$ cat src/rtl/cpu7_exu_byplog_multi_pkg.sv
// Shared constants for the EX-stage bypass unit: default sizes and byp_sel bit positions.
package cpu7_exu_byplog_multi_pkg;

    localparam int BYP_DEF_AW         = 5;
    localparam int BYP_DEF_NUM_STAGES = 2;

    localparam int BYP_SEL_RF = 0;
    localparam int BYP_SEL_M  = 1;
    localparam int BYP_SEL_W  = 2;

endpackage

$ cat src/rtl/cpu7_exu_byplog_port.sv
// Per-operand match against the tracked post-EX stages plus youngest-first priority encoder.
module cpu7_exu_byplog_port
    import cpu7_exu_byplog_multi_pkg::*;
#(
    parameter int NUM_STAGES = BYP_DEF_NUM_STAGES,
    parameter int AW         = BYP_DEF_AW
) (
    input  logic [AW-1:0]            rs,
    input  logic                     rs_vld,
    input  logic [NUM_STAGES-1:0]    wen_q,
    input  logic [NUM_STAGES*AW-1:0] rd_q,
    output logic [NUM_STAGES:0]      sel
);

    logic found_s;
    logic hit_s;

    // Lowest stage index is the youngest producer, so the first hit wins; r0 never matches.
    always_comb begin
        sel     = '0;
        found_s = 1'b0;
        hit_s   = 1'b0;
        for (int k = 0; k < NUM_STAGES; k++) begin
            hit_s = rs_vld & wen_q[k] & (rs == rd_q[k*AW +: AW]) & (rs != '0);
            if (hit_s && !found_s) begin
                sel[k+1] = 1'b1;
                found_s  = 1'b1;
            end else begin
                found_s  = found_s;
            end
        end
        if (!found_s) begin
            sel[BYP_SEL_RF] = 1'b1;
        end else begin
            sel[BYP_SEL_RF] = 1'b0;
        end
    end

endmodule

$ cat src/rtl/cpu7_exu_byplog_multi.sv
// EX-stage forwarding unit with tag pipeline and load-use interlock.
// Optional macro CPU7_BYP_LOAD_STALL_EN enables the load tag and the stall request.
module cpu7_exu_byplog_multi
    import cpu7_exu_byplog_multi_pkg::*;
#(
    parameter int NUM_RD_PORTS = 2,
    parameter int NUM_STAGES   = BYP_DEF_NUM_STAGES,
    parameter int AW           = BYP_DEF_AW
) (
    input  logic                                 clk,
    input  logic                                 reset,
    input  logic [NUM_RD_PORTS*AW-1:0]           rs_e,
    input  logic [NUM_RD_PORTS-1:0]              rs_vld_e,
    input  logic [AW-1:0]                        rd_e,
    input  logic                                 wen_e,
    input  logic                                 is_load_e,
    input  logic                                 valid_e,
    input  logic                                 hold,
    input  logic                                 flush,
    output logic [NUM_RD_PORTS*(NUM_STAGES+1)-1:0] byp_sel,
    output logic                                 stall_req
);

    logic [NUM_STAGES-1:0][AW-1:0] rd_q;
    logic [NUM_STAGES-1:0]         wen_q;
    logic [NUM_STAGES-1:0]         fwd_en_s;
    logic                          stall_s;

`ifdef CPU7_BYP_LOAD_STALL_EN
    logic [NUM_STAGES-1:0]         ld_q;

    // Tag pipe: stage 0 here is M; a stall inserts a bubble while older stages drain.
    always_ff @(posedge clk) begin
        if (reset) begin
            rd_q  <= '0;
            wen_q <= '0;
            ld_q  <= '0;
        end else if (flush) begin
            wen_q <= '0;
            ld_q  <= '0;
        end else if (!hold) begin
            rd_q[0]  <= rd_e;
            wen_q[0] <= wen_e & valid_e & ~stall_s;
            ld_q[0]  <= is_load_e & wen_e & valid_e & ~stall_s;
            for (int k = 1; k < NUM_STAGES; k++) begin
                rd_q[k]  <= rd_q[k-1];
                wen_q[k] <= wen_q[k-1];
                ld_q[k]  <= ld_q[k-1];
            end
        end
    end

    // Load data is not ready in M: block M forwarding of a load and request an interlock.
    always_comb begin
        fwd_en_s    = wen_q;
        fwd_en_s[0] = wen_q[0] & ~ld_q[0];
        stall_s     = 1'b0;
        for (int p = 0; p < NUM_RD_PORTS; p++) begin
            stall_s = stall_s | (rs_vld_e[p] & wen_q[0] & ld_q[0] &
                                 (rs_e[p*AW +: AW] == rd_q[0]) & (rs_e[p*AW +: AW] != '0));
        end
    end

    logic unused_s;
    assign unused_s = 1'b0;
`else
    // Tag pipe without load tracking: loads forward from M like ALU results.
    always_ff @(posedge clk) begin
        if (reset) begin
            rd_q  <= '0;
            wen_q <= '0;
        end else if (flush) begin
            wen_q <= '0;
        end else if (!hold) begin
            rd_q[0]  <= rd_e;
            wen_q[0] <= wen_e & valid_e;
            for (int k = 1; k < NUM_STAGES; k++) begin
                rd_q[k]  <= rd_q[k-1];
                wen_q[k] <= wen_q[k-1];
            end
        end
    end

    assign fwd_en_s = wen_q;
    assign stall_s  = 1'b0;

    logic unused_s;
    assign unused_s = is_load_e;
`endif

    assign stall_req = stall_s;

    for (genvar p = 0; p < NUM_RD_PORTS; p++) begin : g_port
        cpu7_exu_byplog_port #(
            .NUM_STAGES (NUM_STAGES),
            .AW         (AW)
        ) u_port (
            .rs     (rs_e[p*AW +: AW]),
            .rs_vld (rs_vld_e[p]),
            .wen_q  (fwd_en_s),
            .rd_q   (rd_q),
            .sel    (byp_sel[p*(NUM_STAGES+1) +: (NUM_STAGES+1)])
        );
    end

endmodule

$ cat config.mk
export PLATFORM = sky130hd
export DESIGN_NAME = cpu7_exu_byplog_multi
export DESIGN_NICKNAME = d
export VERILOG_FILES = /design/src/rtl/cpu7_exu_byplog_multi_pkg.sv /design/src/rtl/cpu7_exu_byplog_port.sv /design/src/rtl/cpu7_exu_byplog_multi.sv
export SDC_FILE = /design/constraint.sdc
export NUM_CORES = 1
export LEC_CHECK = 0
export BUFFER_PORTS_ARGS = -buffer_cell sky130_fd_sc_hd__buf_2
export CAP_MARGIN = 30
export CORE_MARGIN = 4
export CORE_UTILIZATION = 40
export DETAILED_ROUTE_END_ITERATION = 8
export GPL_ROUTABILITY_DRIVEN = 0
export PLACE_DENSITY = 0.69
export SLEW_MARGIN = 10
export SYNTH_ARGS = -nofsm -noshare
export SYNTH_HDL_FRONTEND = slang
export SYNTH_SLANG_ARGS = --single-unit
$ cat constraint.sdc
create_clock -name clk -period 2.85 [get_ports clk]
set_clock_uncertainty 0.2 [all_clocks]
set_input_delay 0.57 -clock clk [delete_from_list [all_inputs] [get_ports clk]]
set_output_delay 0.57 -clock clk [all_outputs]
set_load 0.02 [all_outputs]
==> Word level (Yosys, flattened, before mapping) <==
Cells that the tools add are included.
Widths: inputs -> output; s select.
{ "word_totals": {"ramBits": 0, "latch_bits": 0, "regBits": 12, "elab_cells": 38, "rom_bits": 0, "mem_count": 0} }
{ "classes": {"muxes": 8, "div": 0, "shifts": 0, "n_lt_le_gt_ge": 0, "multipliers": 0, "n_eq_ne": 4, "bitwise": 15, "reduce_logical": 8, "add_sub_neg": 0} }
{ "op_table": {"columns": ["op", "count"], "rows": [
  ["$eq 5x5->1", 4],
  ["$and 1x1->1", 13],
  ["$reduce_bool 5->1", 2],
  ["$mux 1", 8],
  ["$logic_and 1x1->1", 2],
  ["$logic_not 1->1", 2],
  ["$not 1->1", 2],
  ["$reduce_and 2->1", 1],
  ["$reduce_or 2->1", 1]
]} }

==> Logic depth before layout (Yosys ltp) <==
{ "depth": {"word_depth": 8, "depth_mapped": 4, "depth_no_buf": 4} }

==> Cells and area by module <==
A second synthesis with hierarchy kept.
{ "unflattened": {"hier_cells": 94, "hier_area_um2": 797.0} }
{ "by_module_without_submodules": {"columns": ["mod", "area_per_inst_um2", "seq_area_each_um2", "instances", "cells_each"], "rows": [
  ["cpu7_exu_byplog_multi", 501.7, 240.2, 1, 54],
  ["cpu7_exu_byplog_port", 147.6, 0.0, 2, 20]
]} }

==> Worst setup path before layout <==
No wires, ideal clock.
{ "synth_path": {"kind": "input to output", "start": "in rs_e[1]", "end": "out byp_sel[0]", "path_buffers": 0, "cell_stages": 4, "arrival_ps": 1666, "slack_ps": 414, "cell_sequence": "or4_4 -> o21ai_2 -> nor3_2 -> nor2_1"} }
{ "synth_between": {"elab_chain_len": 8, "elab_cells_between_ends": 12, "classes_between": "eq/ne (2); mux (3); bitwise (4); reduce/logical (3)"} }
{ "synth_rtl": {"columns": ["item", "line_no", "text"], "rows": [
  ["start: declaration", "cpu7_exu_byplog_multi.sv:12", "input logic [NUM_RD_PORTS*AW-1:0] rs_e,"],
  ["$eq 5x5->1", "cpu7_exu_byplog_port.sv:24", "hit_s = rs_vld & wen_q[k] & (rs == rd_q[k*AW +: AW]) & (rs != '0);"],
  ["$and 1x1->1", "cpu7_exu_byplog_port.sv:24", null],
  ["$and 1x1->1 (*)", "cpu7_exu_byplog_port.sv:24", null],
  ["$mux 1 (*)", null, null],
  ["named net byp_sel[1]", "cpu7_exu_byplog_multi.sv:20", "output logic [NUM_RD_PORTS*(NUM_STAGES+1)-1:0] byp_sel,"],
  ["$logic_not 1->1", "cpu7_exu_byplog_port.sv:25", "if (hit_s && !found_s) begin"],
  ["$logic_and 1x1->1", "cpu7_exu_byplog_port.sv:25", null],
  ["$mux 1 (*)", "cpu7_exu_byplog_port.sv:25", null],
  ["$mux 1 (*)", "cpu7_exu_byplog_port.sv:32", "if (!found_s) begin"],
  ["end: declaration", "cpu7_exu_byplog_multi.sv:20", null]
]} }
Mark *: on every way through the listed nets, which the timed path passes. The rest lies on a longest branch.

==> Worst setup path in the final report <==
{ "layout_path": {"start": "in rs_e[1]", "end": "out byp_sel[2]"} }
{ "layout_between": {"elab_chain_len": 7, "elab_cells_between_ends": 11, "classes_between": "eq/ne (2); mux (2); bitwise (4); reduce/logical (3)"} }
{ "layout_rtl": {"columns": ["item", "line_no"], "rows": [
  ["$eq 5x5->1", "cpu7_exu_byplog_port.sv:24"],
  ["$and 1x1->1 (2 in a row)", "cpu7_exu_byplog_port.sv:24"],
  ["$mux 1", "cpu7_exu_byplog_port.sv:25"],
  ["$logic_not 1->1", "cpu7_exu_byplog_port.sv:25"],
  ["$logic_and 1x1->1 (*)", "cpu7_exu_byplog_port.sv:25"],
  ["$mux 1 (*)", "cpu7_exu_byplog_port.sv:25"]
]} }
Every way passes the cells marked *; elsewhere a longest branch is shown, timed or not.

==> flow_metrics.env <==
export IMPL_synthTopCellsByArea="dfxtp_1 (32%), xnor2_1 (23%), nand2_1 (13%), a21oi_1 (7.4%), nor2b_4 (3.7%)"
export IMPL_rsz0062_at_grt="false"
export IMPL_grt_usage=0.1328
export IMPL_dp_cells=144
export IMPL_yosysWarnings=0
export IMPL_first_iter_violations=9
export IMPL_layout_drive_gt1_share=0.3333
export IMPL_crit_path_end_kind="output port"
export IMPL_r2r_start="rd_q[4]$_SDFFE_PP0P_"
export IMPL_slowest_stage="or4_4"
export IMPL_routed_wl_um=1687
export IMPL_antennaDiodeCount=0
export IMPL_finalHoldViolCount=0
export IMPL_syn_avg_cell_area_um2=7.946
export IMPL_worstMarginPinSlew_ns=0.6145
export IMPL_worstReg2RegEnd="rd_q[4]$_SDFFE_PP0P_"
export IMPL_period_share=0.8950
export IMPL_clock_latency_ns=0.27
export IMPL_placed_area_um2=903.4
export IMPL_postRouteAntennaNets=0
export IMPL_grt_pass1_wl_um=2594
export IMPL_instances_no_fill=148
export IMPL_synth_top_area_frac=0.3216
export IMPL_total_power_mw=0.3756
export IMPL_crit_buf_inv=2
export IMPL_grt_max_degree=13
export IMPL_core_area_um2=1745
export IMPL_crit_required_ns=2.08
export IMPL_cts_root_buffer="clkbuf_4"
export IMPL_post_cts_resize_count=0
export IMPL_arrival_ns=1.78
export IMPL_die_h_um=51.22
export IMPL_area_delta_synth_final_pct=25.80
export IMPL_cts_sinks=12
export IMPL_vias=705
export IMPL_grt_pass1_vias=602
export IMPL_path_max_fanout=3
export IMPL_io_buffer_count=28
export IMPL_synth_top_area_cell="dfxtp_1"
export IMPL_pwr_share_comb=0.171
export IMPL_internal_power_mw=0.2821
export IMPL_min_from="flush"
export IMPL_hpwl_um=1381
export IMPL_cap_violations=0
export IMPL_drt_first_pass_iters=4
export IMPL_post_drt_wl_per_cell_um=11.40
export IMPL_cp_top_family="simple AND/OR/NAND/NOR gates"
export IMPL_layout_min_cycle_time_ns=2.551
export IMPL_syn_instance_count=94
export IMPL_cts_hold_repair_buffers=0
export IMPL_slowest_delay_ns=0.53
export IMPL_seqPwrFrac=0.475
export IMPL_leakagePower_nw=0.3337
export IMPL_netSwitchingPower_mw=0.09352
export IMPL_via_per_inst=4.764
export IMPL_hold_class="primary input to flop"
export IMPL_grt_ovfl_total=0
export IMPL_htree_levels=1
export IMPL_p_per_area_nw_per_um2=399.8
export IMPL_cp_common_cell="buf_2"
export IMPL_netlist_area_um2=747.0
export IMPL_path_depth=6
export IMPL_setup_violations=0
export IMPL_status="complete, no violations"
export IMPL_drc=0
export IMPL_antenna_found_initial=0
export IMPL_fin_nets=148
export IMPL_holdPathEnd="fwd_en_s[0]$_SDFFE_PP0N_"
export IMPL_cts_setup_buffers=0
export IMPL_rows=15
export IMPL_syn_nets=118
export IMPL_clock_path_buffers=2
export IMPL_final_setup_tns_ns=0
export IMPL_cts_clk_slew_worst_paths_ns=0.07
export IMPL_rr_worst_depth=2
export IMPL_yosysUniqueCellTypes=16
export IMPL_ioPinCount=31
export IMPL_fin_util=0.5384
export IMPL_switching_share=0.2490
export IMPL_vdd_drop_max_mv=0.1963
export IMPL_numCtsBuffers=3
export IMPL_stdcell_area_um2=939.7
export IMPL_seq_area_frac_synth=0.3216
export IMPL_fp_dieArea_um2=2623
export IMPL_start_util=0.4280
export IMPL_reg2reg_slack_ns=1.96
export IMPL_clockPowerShare=0.353
export IMPL_die_w_um=51.22
export IMPL_slew_headroom=0.5888
export IMPL_cts_tree="done"
export IMPL_crit_type="primary input to output port"
export IMPL_maxClockFrequency_mhz=392.0
export IMPL_min_path_cells=2
export IMPL_maxSlewViolCount=0
export IMPL_path_cells="buf_2, or4_4, o21ai_2, nor3_1, nor2b_4, buf_2"
export IMPL_crit_path_start_kind="primary input"
export IMPL_synth_seq_cells=12
final cells by class:
| cell class | instances | area [µm²] |
|---|---|---|
| Fill cell | 177 | 805.8 |
| Multi-Input combinational cell | 79 | 491.7 |
| Sequential cell | 12 | 240.2 |
| Timing Repair Buffer | 28 | 140.1 |
| Clock buffer | 4 | 36.28 |
| Tap cell | 25 | 31.28 |
power by group through the flow:
stage / registers, mW / clock network (mW) / logic, mW
after detailed placement: 0.183 / 0 / 0.0650
after global placement: 0.182 / 0 / 0.0634
after CTS: 0.179 / 0.138 / 0.0652
final: 0.179 / 0.133 / 0.0644
after floorplan: 0.181 / 0 / 0.0381
after global routing: 0.179 / 0.146 / 0.0710
synthesized netlist by cell type:
library cell and instances:
a21oi_1 11, nor2_1 4, clkbuf_1 2, nor3_2 2, xnor2_1 20, conb_1 1
nor2b_4 2, nor3_1 4, dfxtp_1 12, mux2i_1 1, o21ai_2 2, nand4_1 4
nand2_1 25, or2_2 1, or4_4 2, buf_4 1
through the flow:
stage | hold slack [ns] | setup WS (ns)
floorplan | 0.2734 | 0.4136
global route | 0.2788 | 0.2411
global placement | 0.2839 | 0.3072
finish | 0.2908 | 0.2992
detailed placement | 0.2861 | 0.2856
CTS | 0.2825 | 0.2860
layout by cell type (no fill, tap or decap), drive strengths merged, types with 2 or more instances in the layout:
cell type  netlist  routed
nor3             6       6
nor2b            2       2
nor2             4       4
nand4            4       4
a21oi           11      11
nand2           25      25
buf              1      28
xnor2           20      20
clkbuf           2       4
dfxtp           12      12
o21ai            2       2
or4              2       2
how the worst max path moves through the flow:
| stage | to | from | slack (ns) |
|---|---|---|---|
| after floorplan | byp_sel[0] | rs_e[1] | 0.41 |
| after detailed placement | byp_sel[2] | rs_e[1] | 0.29 |
| after global routing | byp_sel[3] | rs_e[5] | 0.24 |
| final | byp_sel[2] | rs_e[1] | 0.30 |
| after CTS | byp_sel[2] | rs_e[1] | 0.29 |
| after global placement | byp_sel[5] | rs_e[5] | 0.31 |
kinds of logic after synthesis:
family | after synthesis | share of synthesized area
XOR/XNOR | 20 | 0.2345
AND/OR/NAND/NOR | 44 | 0.3082
buffers and inverters | 3 | 0.02011
AO/OA/AOI/OAI | 13 | 0.09715
multiplexers | 1 | 0.01340
flip-flops | 12 | 0.3216
other | 1 | 0.005020
flip-flops by register name (all words and copies together) (netlist names):
signal	cells
rd_q	10
fwd_en_s	2
layer usage:
metal	share of wire	up-vias	wire (µm)	GRT usage
met2	0.48	24	805	0.2146
met1	0.42	302	712	0.1566
met4	0.036	0	61	0.09607
li1	-	372	-	-
met3	0.063	7	107	0.02332
met5	0	-	0	0
Power figures use the tool's default switching activity.
